$ cat config.mk
export PLATFORM = sky130hd
export DESIGN_NAME = if_id_skid_flat
export DESIGN_NICKNAME = d
export VERILOG_FILES = /design/src/rtl/if_id_skid_pkg.sv /design/src/rtl/if_id_skid_if.sv /design/src/rtl/bundle_entry.sv /design/src/rtl/if_id_skid.sv /design/src/flat_wrapper.sv
export SDC_FILE = /design/constraint.sdc
export NUM_CORES = 1
export LEC_CHECK = 0
export BUFFER_PORTS_ARGS = -buffer_cell sky130_fd_sc_hd__buf_2
export CAP_MARGIN = 10
export CORE_MARGIN = 2
export CORE_UTILIZATION = 25
export CTS_BUF_LIST = sky130_fd_sc_hd__clkbuf_4
export CTS_CLUSTER_SIZE = 30
export DETAILED_ROUTE_END_ITERATION = 12
export PLACE_DENSITY = 0.45
export SYNTH_ARGS = -nofsm -noshare
export SYNTH_HDL_FRONTEND = slang
export SYNTH_SLANG_ARGS = --single-unit
export TNS_END_PERCENT = 20
$ cat constraint.sdc
create_clock -name clk -period 4.65 [get_ports clk]
set_input_delay 0.93 -clock clk [delete_from_list [all_inputs] [get_ports clk]]
set_output_delay 0.93 -clock clk [all_outputs]
set_load 0.02 [all_outputs]
$ cat src/rtl/if_id_skid_pkg.sv
// rtl/if_id_skid_pkg.sv - shared pipeline defaults, NOP encoding and main-entry source select
package if_id_skid_pkg;

  localparam int DEF_LANES   = 2;
  localparam int DEF_PC_W    = 32;
  localparam int DEF_INSTR_W = 32;
  localparam int DEF_CNT_W   = 16;

  // Inactive lanes present an all-zero PC and instruction (NOP).
  localparam logic NOP_BIT = 1'b0;

  typedef enum logic [1:0] {
    MAIN_HOLD,
    MAIN_FROM_IN,
    MAIN_FROM_SKID,
    MAIN_CLEAR
  } main_sel_e;

endpackage

$ cat src/rtl/if_id_skid_if.sv
// rtl/if_id_skid_if.sv - IF->ID bundle handshake bundle with driver (master) and stage (slave) views
interface if_id_skid_if
  import if_id_skid_pkg::*;
#(
  parameter int LANES   = DEF_LANES,
  parameter int PC_W    = DEF_PC_W,
  parameter int INSTR_W = DEF_INSTR_W,
  parameter int CNT_W   = DEF_CNT_W
);

  logic                       flush;
  logic [LANES-1:0]           in_valid;
  logic [LANES*PC_W-1:0]      in_pc;
  logic [LANES*INSTR_W-1:0]   in_instr;
  logic                       in_ready;
  logic [LANES-1:0]           out_valid;
  logic [LANES*PC_W-1:0]      out_pc;
  logic [LANES*INSTR_W-1:0]   out_instr;
  logic                       out_ready;
  logic [CNT_W-1:0]           stall_cnt;

  modport master (
    output flush, in_valid, in_pc, in_instr, out_ready,
    input  in_ready, out_valid, out_pc, out_instr, stall_cnt
  );

  modport slave (
    input  flush, in_valid, in_pc, in_instr, out_ready,
    output in_ready, out_valid, out_pc, out_instr, stall_cnt
  );

endinterface

$ cat src/rtl/bundle_entry.sv
// rtl/bundle_entry.sv - one fetch-bundle register (mask + PCs + instructions) with load/clear
module bundle_entry
  import if_id_skid_pkg::*;
#(
  parameter int LANES   = DEF_LANES,
  parameter int PC_W    = DEF_PC_W,
  parameter int INSTR_W = DEF_INSTR_W
) (
  input  logic                     clk,
  input  logic                     reset_n,
  input  logic                     load,
  input  logic                     clear,
  input  logic [LANES-1:0]         d_mask,
  input  logic [LANES*PC_W-1:0]    d_pc,
  input  logic [LANES*INSTR_W-1:0] d_instr,
  output logic [LANES-1:0]         q_mask,
  output logic [LANES*PC_W-1:0]    q_pc,
  output logic [LANES*INSTR_W-1:0] q_instr
);

  logic [LANES*PC_W-1:0]    pc_m;
  logic [LANES*INSTR_W-1:0] instr_m;

  // Squash payload of masked-off lanes at load so the outputs need no gating.
  always_comb begin
    pc_m    = {(LANES*PC_W){NOP_BIT}};
    instr_m = {(LANES*INSTR_W){NOP_BIT}};
    for (int i = 0; i < LANES; i++) begin
      if (d_mask[i]) begin
        pc_m[i*PC_W +: PC_W]          = d_pc[i*PC_W +: PC_W];
        instr_m[i*INSTR_W +: INSTR_W] = d_instr[i*INSTR_W +: INSTR_W];
      end
    end
  end

  always_ff @(posedge clk or negedge reset_n) begin
    if (!reset_n) begin
      q_mask  <= '0;
      q_pc    <= '0;
      q_instr <= '0;
    end else if (clear) begin
      q_mask  <= '0;
      q_pc    <= '0;
      q_instr <= '0;
    end else if (load) begin
      q_mask  <= d_mask;
      q_pc    <= pc_m;
      q_instr <= instr_m;
    end
  end

endmodule

$ cat src/rtl/if_id_skid.sv
// rtl/if_id_skid.sv - IF/ID pipeline register with one skid entry, flush and stall counter
module if_id_skid
  import if_id_skid_pkg::*;
#(
  parameter int LANES   = DEF_LANES,
  parameter int PC_W    = DEF_PC_W,
  parameter int INSTR_W = DEF_INSTR_W,
  parameter int CNT_W   = DEF_CNT_W
) (
  input  logic         clk,
  input  logic         reset_n,
  if_id_skid_if.slave  bus
);

  logic [LANES-1:0]         main_mask, skid_mask, main_d_mask;
  logic [LANES*PC_W-1:0]    main_pc, skid_pc, main_d_pc;
  logic [LANES*INSTR_W-1:0] main_instr, skid_instr, main_d_instr;
  logic                     main_load, main_clear, skid_load, skid_clear;
  logic                     main_full, skid_full, skid_full_next;
  logic                     accept, release_b, in_ready_q;
  logic [CNT_W-1:0]         stall_q;
  main_sel_e                main_sel;

  assign main_full = |main_mask;
  assign skid_full = |skid_mask;
  assign accept    = (|bus.in_valid) && in_ready_q && !bus.flush;
  assign release_b = main_full && bus.out_ready;

  // in_ready_q is only set when the skid is empty, so an accept never meets a full skid.
  always_comb begin
    main_sel       = MAIN_HOLD;
    skid_load      = 1'b0;
    skid_clear     = 1'b0;
    skid_full_next = skid_full;
    if (bus.flush) begin
      main_sel       = MAIN_CLEAR;
      skid_clear     = 1'b1;
      skid_full_next = 1'b0;
    end else if (release_b && skid_full) begin
      main_sel       = MAIN_FROM_SKID;
      skid_clear     = 1'b1;
      skid_full_next = 1'b0;
    end else if (accept && (!main_full || release_b)) begin
      main_sel       = MAIN_FROM_IN;
    end else if (accept) begin
      skid_load      = 1'b1;
      skid_full_next = 1'b1;
    end else if (release_b) begin
      main_sel       = MAIN_CLEAR;
    end
  end

  always_comb begin
    main_load    = (main_sel == MAIN_FROM_IN) || (main_sel == MAIN_FROM_SKID);
    main_clear   = (main_sel == MAIN_CLEAR);
    main_d_mask  = bus.in_valid;
    main_d_pc    = bus.in_pc;
    main_d_instr = bus.in_instr;
    if (main_sel == MAIN_FROM_SKID) begin
      main_d_mask  = skid_mask;
      main_d_pc    = skid_pc;
      main_d_instr = skid_instr;
    end
  end

  bundle_entry #(.LANES(LANES), .PC_W(PC_W), .INSTR_W(INSTR_W)) u_main (
    .clk     (clk),
    .reset_n (reset_n),
    .load    (main_load),
    .clear   (main_clear),
    .d_mask  (main_d_mask),
    .d_pc    (main_d_pc),
    .d_instr (main_d_instr),
    .q_mask  (main_mask),
    .q_pc    (main_pc),
    .q_instr (main_instr)
  );

  bundle_entry #(.LANES(LANES), .PC_W(PC_W), .INSTR_W(INSTR_W)) u_skid (
    .clk     (clk),
    .reset_n (reset_n),
    .load    (skid_load),
    .clear   (skid_clear),
    .d_mask  (bus.in_valid),
    .d_pc    (bus.in_pc),
    .d_instr (bus.in_instr),
    .q_mask  (skid_mask),
    .q_pc    (skid_pc),
    .q_instr (skid_instr)
  );

  always_ff @(posedge clk or negedge reset_n) begin
    if (!reset_n) begin
      in_ready_q <= 1'b1;
    end else begin
      in_ready_q <= !skid_full_next;
    end
  end

  // Stall cycles are counted even during flush; only reset clears the count.
  always_ff @(posedge clk or negedge reset_n) begin
    if (!reset_n) begin
      stall_q <= '0;
    end else if (main_full && !bus.out_ready && (stall_q != {CNT_W{1'b1}})) begin
      stall_q <= stall_q + {{(CNT_W-1){1'b0}}, 1'b1};
    end
  end

  assign bus.in_ready  = in_ready_q;
  assign bus.out_valid = main_mask;
  assign bus.out_pc    = main_pc;
  assign bus.out_instr = main_instr;
  assign bus.stall_cnt = stall_q;

endmodule

$ cat src/flat_wrapper.sv
// flat-port wrapper written by rule: the top's interface ports become plain ports
module if_id_skid_flat import if_id_skid_pkg::*;
#(
  parameter int LANES   = DEF_LANES,
  parameter int PC_W    = DEF_PC_W,
  parameter int INSTR_W = DEF_INSTR_W,
  parameter int CNT_W   = DEF_CNT_W
)
  (clk, reset_n, bus_flush, bus_in_valid, bus_in_pc, bus_in_instr, bus_out_ready, bus_in_ready, bus_out_valid, bus_out_pc, bus_out_instr, bus_stall_cnt);
  if_id_skid_if #(.LANES(LANES), .PC_W(PC_W), .INSTR_W(INSTR_W), .CNT_W(CNT_W)) bus_i ();
  input  logic clk;
  input  logic reset_n;
  input wire logic [$bits(bus_i.flush)-1:0] bus_flush;
  input wire logic [$bits(bus_i.in_valid)-1:0] bus_in_valid;
  input wire logic [$bits(bus_i.in_pc)-1:0] bus_in_pc;
  input wire logic [$bits(bus_i.in_instr)-1:0] bus_in_instr;
  input wire logic [$bits(bus_i.out_ready)-1:0] bus_out_ready;
  output wire logic [$bits(bus_i.in_ready)-1:0] bus_in_ready;
  output wire logic [$bits(bus_i.out_valid)-1:0] bus_out_valid;
  output wire logic [$bits(bus_i.out_pc)-1:0] bus_out_pc;
  output wire logic [$bits(bus_i.out_instr)-1:0] bus_out_instr;
  output wire logic [$bits(bus_i.stall_cnt)-1:0] bus_stall_cnt;
  assign bus_i.flush = bus_flush;
  assign bus_i.in_valid = bus_in_valid;
  assign bus_i.in_pc = bus_in_pc;
  assign bus_i.in_instr = bus_in_instr;
  assign bus_i.out_ready = bus_out_ready;
  assign bus_in_ready = bus_i.in_ready;
  assign bus_out_valid = bus_i.out_valid;
  assign bus_out_pc = bus_i.out_pc;
  assign bus_out_instr = bus_i.out_instr;
  assign bus_stall_cnt = bus_i.stall_cnt;
  if_id_skid #(.LANES(LANES), .PC_W(PC_W), .INSTR_W(INSTR_W), .CNT_W(CNT_W)) u_core (.clk(clk), .reset_n(reset_n), .bus(bus_i));
endmodule
==> key figures, run 1 <==
Die
  – Die area: roughly 46000 sq um
  – I/O Pins: roughly 280
  – Core Area: about 44000 sq um
  – Die Y: approximately 210 microns
  – DIE WIDTH: 215 microns
  – Core Rows: 77
  – Initial Utilization: between 20% and 30%

STA
  – Max Slew Vio Count: 0
  – Layout Skew: ~57 ps
  – Worst setup margin: approximately 2100 ps
  – Max_slew headroom: between 30% and 40%
  – Period utilization: between 50% and 60%
  – Final-report hold violation count: 0
  – Unrepaired setup endpoints after global routing: false
  – Final setup viols: 0
  – Final setup TNS: 0 ps
  – Tightest Pin Transition: roughly 1000 ps
  – Post-route minimum period: roughly 2500 ps
  – Fmax: a little under 400 MHz

Clock network
  – Resize count post-CTS: 0
  – Insertion delay to the later sink of the worst-skew pair: 810 ps
  – H-tree depth: 3
  – CTS root buf: clkbuf_4
  – TritonCTS clock tree: done
  – CTS Buffer Depth: 3
  – Sink Count: roughly 280
  – Total CTS buffers: 82
  – Post-CTS Hold Buffers: 0
  – Post-CTS Setup Inserts: 0
  – Worst-path clk slew: roughly 60 ps

Pwr
  – PnR Total Power: roughly 6 mW
  – VDD IR-drop max: around 160 uV
  – Power density over the cells: ~420 nW/um^2
  – LEAKAGE: about 7.3 nW

Synth
  – Yosys top cell area share: 62.1%
  – Syn_nets: approximately 960
  – Post-synthesis sequential area ratio: between 60% and 70%
  – Dominant synthesized flop cell: dfrtp_1
  – Mapped Area: around 11000 sq um
  – Number of library cell types mapped by synthesis: 38
  – Synth Register Bits: approximately 280
  – Synth top cells by count: dfrtp_1 (276), and2_1 (129), a221o_1 (128), a22o_1 (128), buf_2 (32)
  – Post-synth top area cell: dfrtp_1
  – Gate Count Post-Synth: between 800 and 900
  – FFs w/ async S/R, synth: between 90% and 100%
  – Count leader, synth: dfrtp_1
  – Yosys warns: 0
  – Synthesized area per cell: ~14 sq um
  – EDFF count, synth: 0
  – Main area contributors after synthesis: dfrtp_1 (62%), a221o_1 (12%), a22o_1 (10%)

Global route
  – Global-route wire length before repair: 53800 microns
  – Largest net degree at the start of global routing: ~120
  – Number of antenna violations at the first check in global routing: 7
  – Vias in the first global route: approximately 9000
  – GR Util All Layers: about 15%
  – GR Overflow Total: 0

Setup path
  – Cell family with most CP delay: simple AND/OR/NAND/NOR gates
  – Crit path largest cell delay: around 750 ps
  – Worst Path Arrival: 3230 ps
  – CP max FO: 29
  – Worst path slowest cell: nor2_4
  – Setup CP Type: reg2reg
  – Crit path buf inv count: 1
  – Crit end category: flop
  – CP required: ~5400 ps
  – CP Cell Sequence: or2_2 > nand2_1 > nor2_4 > buf_4 > a221o_1
  – Crit path launch type: flop

Place
  – Gpl congestion: approximately 0.75
  – Dpl cells: between 1500 and 2000
  – Place WS: 1570 ps
  – Number of port buffers: 280
  – Hpwl dp: about 20000 microns

Detailed routing
  – DR WL/cell: about 19 microns
  – First drt pass iteration count: 6
  – Final ANT Viol Nets: 0
  – Number of vias per cell: roughly 4.8
  – DRT iter0 DRCs: 488
  – DR DRC count: 0
  – Final wirelength: ~34000 microns
  – Vias post-DR: about 8500

Final layout
  – Non-Filler Instances: between 1500 and 2000
  – Final nets: 1267
  – Area growth syn-to-layout: 27.4%
  – Post-layout util: 32.1%
  – Layout cells sized above 1: a little under two fifths

Min path
  – HP Class: in2async

Run
  – Max-Cap Viols: 0

Status
  – Status: finished clean
==> placed cells by master, fill, tap and decap left out, types with 3 or more instances in the layout <==
cell type / instances
buf_2: 279
dfrtp_1: 276
and2_1: 129
a22o_1: 128
a221o_1: 128
clkbuf_4: 128
xor2_1: 12
clkinv_1: 12
buf_4: 12
nand4_1: 9
nand2_1: 8
a21oi_1: 7
diode_2: 6
nor2_1: 5
nor3_1: 5
o21bai_1: 5
buf_12: 5
o21ai_0: 3
and3_1: 3
inv_1: 3
==> sequential cells by signal, indices dropped and copies added (netlist names) <==
register and flops:
u_core.u_main.q_mask 2, u_core.u_main.q_pc 64, u_core.u_skid.q_mask 2, u_core.u_skid.q_instr 64, u_core.bus.stall_cnt 16, u_core.u_skid.q_pc 64
u_core.u_main.q_instr 64, u_core.bus.in_ready 1
==> layer usage <==
metal	global-route usage (%)	routed length, microns
met4	6.07	870
met2	22.6	15400
met5	0	14
met3	5.49	2410
met1	18.8	15100
==> cells by family after synthesis <==
kind of cell               Yosys count  synth area share, %
xor gates and xnor gates            13                 1.02
buffers and inverters               74                 3.40
DFF                                277                 62.3
and+or+nand+nor                    174                 9.54
AOI/OAI and AO/OA                  279                 23.2
muxes                                4                0.382
adders and majority gates            1                0.112
==> per-stage QoR <==
stage	area [sq um]	hold slack (ps)
after floorplan	11100	474
after global placement	13100	484
after detailed placement	13100	489
after CTS	14200	174
after global routing	14200	182
final	14200	187
==> report_power, final <==
group	internal (mW)	total (mW)	leakage [nW]	switching (mW)
Sequential	2.60	2.74	3.80	0.136
Clock	1.24	2.32	0.616	1.09
Combinational	0.342	0.959	2.90	0.617
Total	4.18	6.02	7.32	1.84
==> worst paths after layout <==
check / start / endpoint / slack, ps / cells after the start
hold / removal: reset_n / u_core.u_skid.q_pc[44] / 190 / 1
setup / recovery: u_core.u_main.q_mask[1] / u_core.u_main.q_instr[39] / 2130 / 5
hold reg to reg: u_core.u_skid.q_pc[16] / u_core.u_main.q_pc[16] / 460 / 1
min in group clk: bus_in_pc[12] / u_core.u_skid.q_pc[12] / 350 / 2
max in group asynchronous: reset_n / u_core.u_main.q_instr[14] / 3390 / 2
setup reg to reg: u_core.u_main.q_mask[1] / u_core.u_main.q_instr[39] / 2130 / 5
==> final cells by class <==
type                    count  area (sq um)
flip-flops and latches    277          6930
diodes                      6          15.0
inverters                   3          11.3
multi-input cells         471          3860
clock inverters            14          52.6
well taps                 592           741
fillers                  4568         30000
repair buffers            297          1600
clock buffers             128           961
No activity file was read; power rests on OpenSTA's default activity.
==> run 2, diff against run 1 <==
- clock period: 4.65 -> 2.6 ns (I/O delays scaled with it)
==> run 2 against run 1 <==
Compared with the run above:
- sequential cell count unchanged
- non-clock buffer count up 153
- combinational power up 100%
- highest routed layer is now met4
- sequential power up 78%
- first-iteration DRC count down 3.7%
- clock skew up 5.4 ps
- total power up 82%
- count of clock-buffer cells in the layout down 16
- fmax up 19%
- critical path type unchanged
==> key figures, run 2 (synthesized netlist as in run 1, its figures left out) <==
Status
  – Status: finished clean

Detailed routing
  – Final ANT Viol Nets: 0
  – Number of vias per cell: between 4 and 5
  – DR DRC count: 0
  – DR WL/cell: approximately 18 microns
  – First drt pass iteration count: 4
  – DRT iter0 DRCs: 470
  – Final wirelength: 34700 microns
  – Vias post-DR: between 8000 and 9000

STA
  – Fmax: about 470 MHz
  – Max_slew headroom: 55.5%
  – Final setup viols: 0
  – Period utilization: about four fifths
  – Post-route minimum period: between 2000 and 2500 ps
  – Layout Skew: around 62 ps
  – Tightest Pin Transition: 667 ps
  – Worst setup margin: roughly 500 ps
  – Final setup TNS: 0 ps
  – Max Slew Vio Count: 0
  – Unrepaired setup endpoints after global routing: false
  – Final-report hold violation count: 0

Die
  – Core Area: between 40000 and 50000 sq um
  – Initial Utilization: about 25%
  – Core Rows: just under 80
  – Die area: 46200 sq um
  – Die Y: between 200 and 250 microns
  – I/O Pins: about 280
  – DIE WIDTH: 215 microns

Final layout
  – Final nets: ~1400
  – Finished Cell Area: ~16000 sq um
  – Fill count: approximately 4500
  – Most common cell after layout, fill and taps aside: buf_2
  – Non-Filler Instances: slightly below 2000
  – Most frequent cells in the layout: buf_2 (279), dfrtp_1 (276), and2_1 (129), dlygate4sd3_1 (129)
  – Area growth syn-to-layout: 41.6%
  – Layout cells sized above 1: between 30% and 40%

Clock network
  – CTS root buf: clkbuf_4
  – Insertion delay to the later sink of the worst-skew pair: roughly 790 ps
  – Post-CTS Setup Inserts: 0
  – Sink Count: approximately 280
  – H-tree depth: 3
  – Total CTS buffers: 84
  – CTS Buffer Depth: 3
  – Worst-path clk slew: approximately 60 ps
  – TritonCTS clock tree: done

Setup path
  – Crit end category: flop
  – Critical path startpoint: u_core.u_main.q_mask[0]
  – Setup CP Type: reg2reg
  – Reg2reg end: u_core.u_main.q_instr[2]
  – R2R depth: 5
  – RR Startpoint: u_core.u_main.q_mask[0]
  – Crit path launch type: flop
  – Reg2reg setup slack: 490 ps
  – CP max FO: 46
  – CP required: ~3300 ps
  – Worst Path Arrival: about 2800 ps

Min path
  – HP Class: in2reg
  – WHS Path Cells: 3
  – Hold Path End: u_core.u_skid.q_mask[0]
  – Hold_sp: bus_flush

Global route
  – GR Overflow Total: 0
  – Global-route wire length before repair: around 56000 microns
  – Number of antenna violations at the first check in global routing: 2
  – GR Util All Layers: approximately 15%
  – Vias in the first global route: between 9000 and 10000
  – Largest net degree at the start of global routing: 75

Place
  – Number of port buffers: 280
  – Instance area at placement: approximately 13000 sq um
  – Place WS: about 330 ps
  – Hpwl dp: approximately 21000 microns
  – Gpl congestion: roughly 0.76
  – Dpl cells: 1664

Pwr
  – LEAKAGE: about 8 nW
  – VDD IR-drop max: ~300 uV
  – Power density over the cells: 695 nW/um^2

Run
  – Max-Cap Viols: 0
-- run 2: timing repair --
| action | in CTS | in global routing |
|---|---|---|
| resized for setup | 0 | 0 |
| setup endpoints to repair | 0 | 0 |
| hold endpoints to repair | 302 | 0 |
| hold buffers | 129 | 0 |
-- run 2: layer usage --
metal	GRT usage, %	wire (microns)	vias up
met1	18.9	15300	4499
met3	5.44	2290	60
met4	5.75	757	0
met5	0	0	-
met2	24.3	16300	281
li1	-	-	4145
-- run 2: cell type report --
cell class	count	area (sq um)	share of cell area [%]
Antenna cell	5	12.5	0.0794
Clock buffer	112	841	5.34
Clock inverter	26	151	0.961
Inverter	3	11.3	0.0715
Multi-Input combinational cell	471	3860	24.5
Sequential cell	277	6930	44.0
Tap cell	592	741	4.70
Timing Repair Buffer	450	3210	20.4
-- run 2: how the worst max path moves through the flow --
stage / endpoint / depth (start not counted) / slack [ps]
after floorplan: u_core.u_main.q_pc[43] / 7 / 700
after global placement: u_core.u_main.q_pc[4] / 6 / 360
after detailed placement: u_core.u_main.q_instr[10] / 6 / 330
after CTS: u_core.u_main.q_instr[2] / 5 / 400
after global routing: u_core.u_main.q_pc[12] / 5 / 340
final: u_core.u_main.q_instr[2] / 5 / 490
-- run 2: through the flow --
step | utilization (%) | hold slack, ps | power [mW]
floorplan | - | 224 | 5.94
global placement | 30.5 | 485 | 6.78
detailed placement | 30.5 | 489 | 6.79
CTS | 35.7 | 3.07 | 11.2
global route | 35.7 | 37.4 | 11.7
finish | 35.7 | 148 | 11.0
-- run 2: worst max-delay path, cell delays in order (launching register included) --
cell     delay, ps
dfrtp_1        410
or2_2          290
nand2_1        170
nor2_4         560
buf_12         340
a221o_1        200
-- run 2: power breakdown --
group | switching (mW) | total (mW) | internal [mW]
Sequential | 0.234 | 4.89 | 4.65
Combinational | 1.15 | 1.95 | 0.799
Clock | 1.94 | 4.12 | 2.18
Total | 3.33 | 11.0 | 7.63
==> run 3, diff against run 2 <==
- clock period: 2.6 -> 2 ns (I/O delays scaled with it)
==> run 3 against run 2 <==
Compared with the run above:
- combinational power up 49%
- first-iteration DRC count down 2.8%
- sequential cell count unchanged
- core utilization up 1.3 points
- hold slack worse by 1.7 ps
- sequential share of layout area down 1.5 points
- critical path type unchanged
- highest routed layer unchanged
==> key figures, run 3 (synthesized netlist as in run 1, its figures left out) <==
Clock network
  – H-tree depth: 3
  – Total CTS buffers: 80
  – TritonCTS clock tree: done
  – CTS root buf: clkbuf_4
  – Sink Count: between 200 and 300
  – Insertion delay to the later sink of the worst-skew pair: between 700 and 800 ps
  – CTS Buffer Depth: 3
  – Worst-path clk slew: 60 ps

Pwr
  – Power density over the cells: approximately 900 nW/um^2
  – VDD IR-drop max: between 400 and 500 uV
  – LEAKAGE: 8.26 nW

Final layout
  – Fill count: 4437
  – Most frequent cells in the layout: buf_2 (276), dfrtp_1 (276), dlygate4sd3_1 (132)
  – Layout cells sized above 1: 36.3%
  – Area occupied by multi-input gates: between 3000 and 4000 sq um
  – Final nets: 1459
  – Sequential Area: 6930 sq um
  – Non-Filler Instances: between 1500 and 2000
  – Finished Cell Area: between 15000 and 20000 sq um
  – Area growth syn-to-layout: 46.6%

Min path
  – HP Class: in2reg
  – Hold Path End: u_core.bus.in_ready
  – WHS Path Cells: 4
  – Hold_sp: bus_out_ready

Die
  – DIE WIDTH: between 200 and 250 microns
  – Initial Utilization: 25.2%
  – Die Y: roughly 210 microns
  – I/O Pins: around 280
  – Die area: 46200 sq um
  – Core Rows: 77
  – Core Area: ~44000 sq um

Setup path
  – Worst Path Arrival: around 2700 ps
  – CP max FO: 16
  – Setup CP Type: reg2reg
  – RR Startpoint: u_core.u_skid.q_mask[0]
  – Reg2reg end: u_core.u_main.q_pc[27]
  – CP required: 2690 ps
  – Crit path launch type: flop
  – Crit end category: flop
  – Reg2reg setup slack: 20 ps
  – R2R depth: 6

STA
  – Worst setup margin: 21.7 ps
  – Final Hold Slack: ~150 ps
  – Tightest Pin Transition: around 470 ps
  – Final setup viols: 0
  – Final setup TNS: 0 ps
  – Final-report hold violation count: 0
  – Post-route minimum period: between 1500 and 2000 ps
  – Unrepaired setup endpoints after global routing: true
  – Layout Skew: approximately 41 ps
  – Max Slew Vio Count: 0
  – Fmax: slightly above 500 MHz
  – Period utilization: 98.9%
  – Max_slew headroom: about two thirds

Detailed routing
  – Vias post-DR: between 9000 and 10000
  – Number of vias per cell: between 4 and 5
  – DR WL/cell: roughly 18 microns
  – Final wirelength: 36400 microns
  – DR DRC count: 0
  – First drt pass iteration count: 5
  – DRT iter0 DRCs: between 400 and 500
  – Final ANT Viol Nets: 0

Place
  – Hpwl dp: around 22000 microns
  – Instance area at placement: approximately 14000 sq um
  – Place WS: -57.6 ps
  – Gpl congestion: roughly 0.78
  – Number of port buffers: 280
  – Dpl cells: 1696

Global route
  – Largest net degree at the start of global routing: 66
  – Global-route wire length before repair: around 57000 microns
  – Met1 Track Usage GR: roughly a fifth
  – GR Util All Layers: between 10% and 20%
  – GRT met2 Usage: between 20% and 30%
  – GR peak layer: met2
  – Number of antenna violations at the first check in global routing: 2
  – Vias in the first global route: 9767
  – Grt met3 use: 5.11%
  – GR Overflow Total: 0

Run
  – Max-Cap Viols: 0

Status
  – Status: finished clean
-- run 3: changes by cell type in the layout (fill, tap and decap cells not counted), sizes merged --
cell / previous run / this run
clkinv: 21 / 12
buf: 321 / 357
inv: 6 / 5
bufinv: 2 / 0
dlygate4sd3: 129 / 132
clkbuf: 112 / 117
-- run 3: power by group --
part | internal (mW) | switching (mW) | leakage, nW
registers | 6.05 | 0.286 | 3.80
logic | 1.30 | 1.61 | 3.91
clock network | 2.60 | 2.49 | 0.559
-- run 3: worst max-delay path: stages, from the launching register on --
cell and delay, ps:
dfrtp_1 400, or3b_4 440, a2111oi_4 370, buf_6 200, buf_6 220, and2_1 150
a221o_1 100
-- run 3: what timing repair did --
item                                    in CTS  in global routing
buffers inserted                             0                  3
gates resized for setup                      4                 14
hold buffers                               132                  0
pin swaps                                    0                  3
gates cloned                                 0                  3
endpoints found under the setup margin       3                109
hold endpoints to repair                   538                  0
-- run 3: final cells by class --
cell class / instances / share of cell area, %
repair buffers: 491 / 23.5
diodes: 5 / 0.0767
clock buffers: 115 / 5.29
well taps: 592 / 4.54
clock inverters: 14 / 0.330
flip-flops and latches: 277 / 42.5
multi-input cells: 471 / 23.7
inverters: 3 / 0.0690
-- run 3: per-layer routing --
layer  share of wire, %  routed length [microns]  vias up
met5                  0                        0        -
li1                   -                        -     4214
met3                6.2                     2240       64
met1                 45                    16300     4585
met2                 47                    17100      271
met4                2.2                      807        0
-- run 3: per-stage QoR --
| stage | power [mW] | util, % |
|---|---|---|
| floorplan | 7.72 | - |
| finish | 14.3 | 37.0 |
| detailed placement | 9.10 | 31.6 |
| CTS | 14.6 | 36.7 |
| global placement | 9.07 | 31.6 |
| global route | 15.2 | 37.0 |
-- run 3: how the worst max path moves through the flow --
stage | to | cells after the start | slack, ps | start
floorplan | u_core.u_main.q_pc[43] | 7 | 100 | u_core.u_main.q_mask[1]
global placement | u_core.u_main.q_pc[4] | 6 | -50 | bus_out_ready
detailed placement | u_core.u_main.q_pc[4] | 6 | -60 | bus_out_ready
CTS | bus_out_valid[0] | 2 | -8 | u_core.u_main.q_mask[0]
global route | u_core.u_main.q_pc[23] | 6 | -50 | u_core.u_skid.q_mask[0]
finish | u_core.u_main.q_pc[27] | 6 | 20 | u_core.u_skid.q_mask[0]
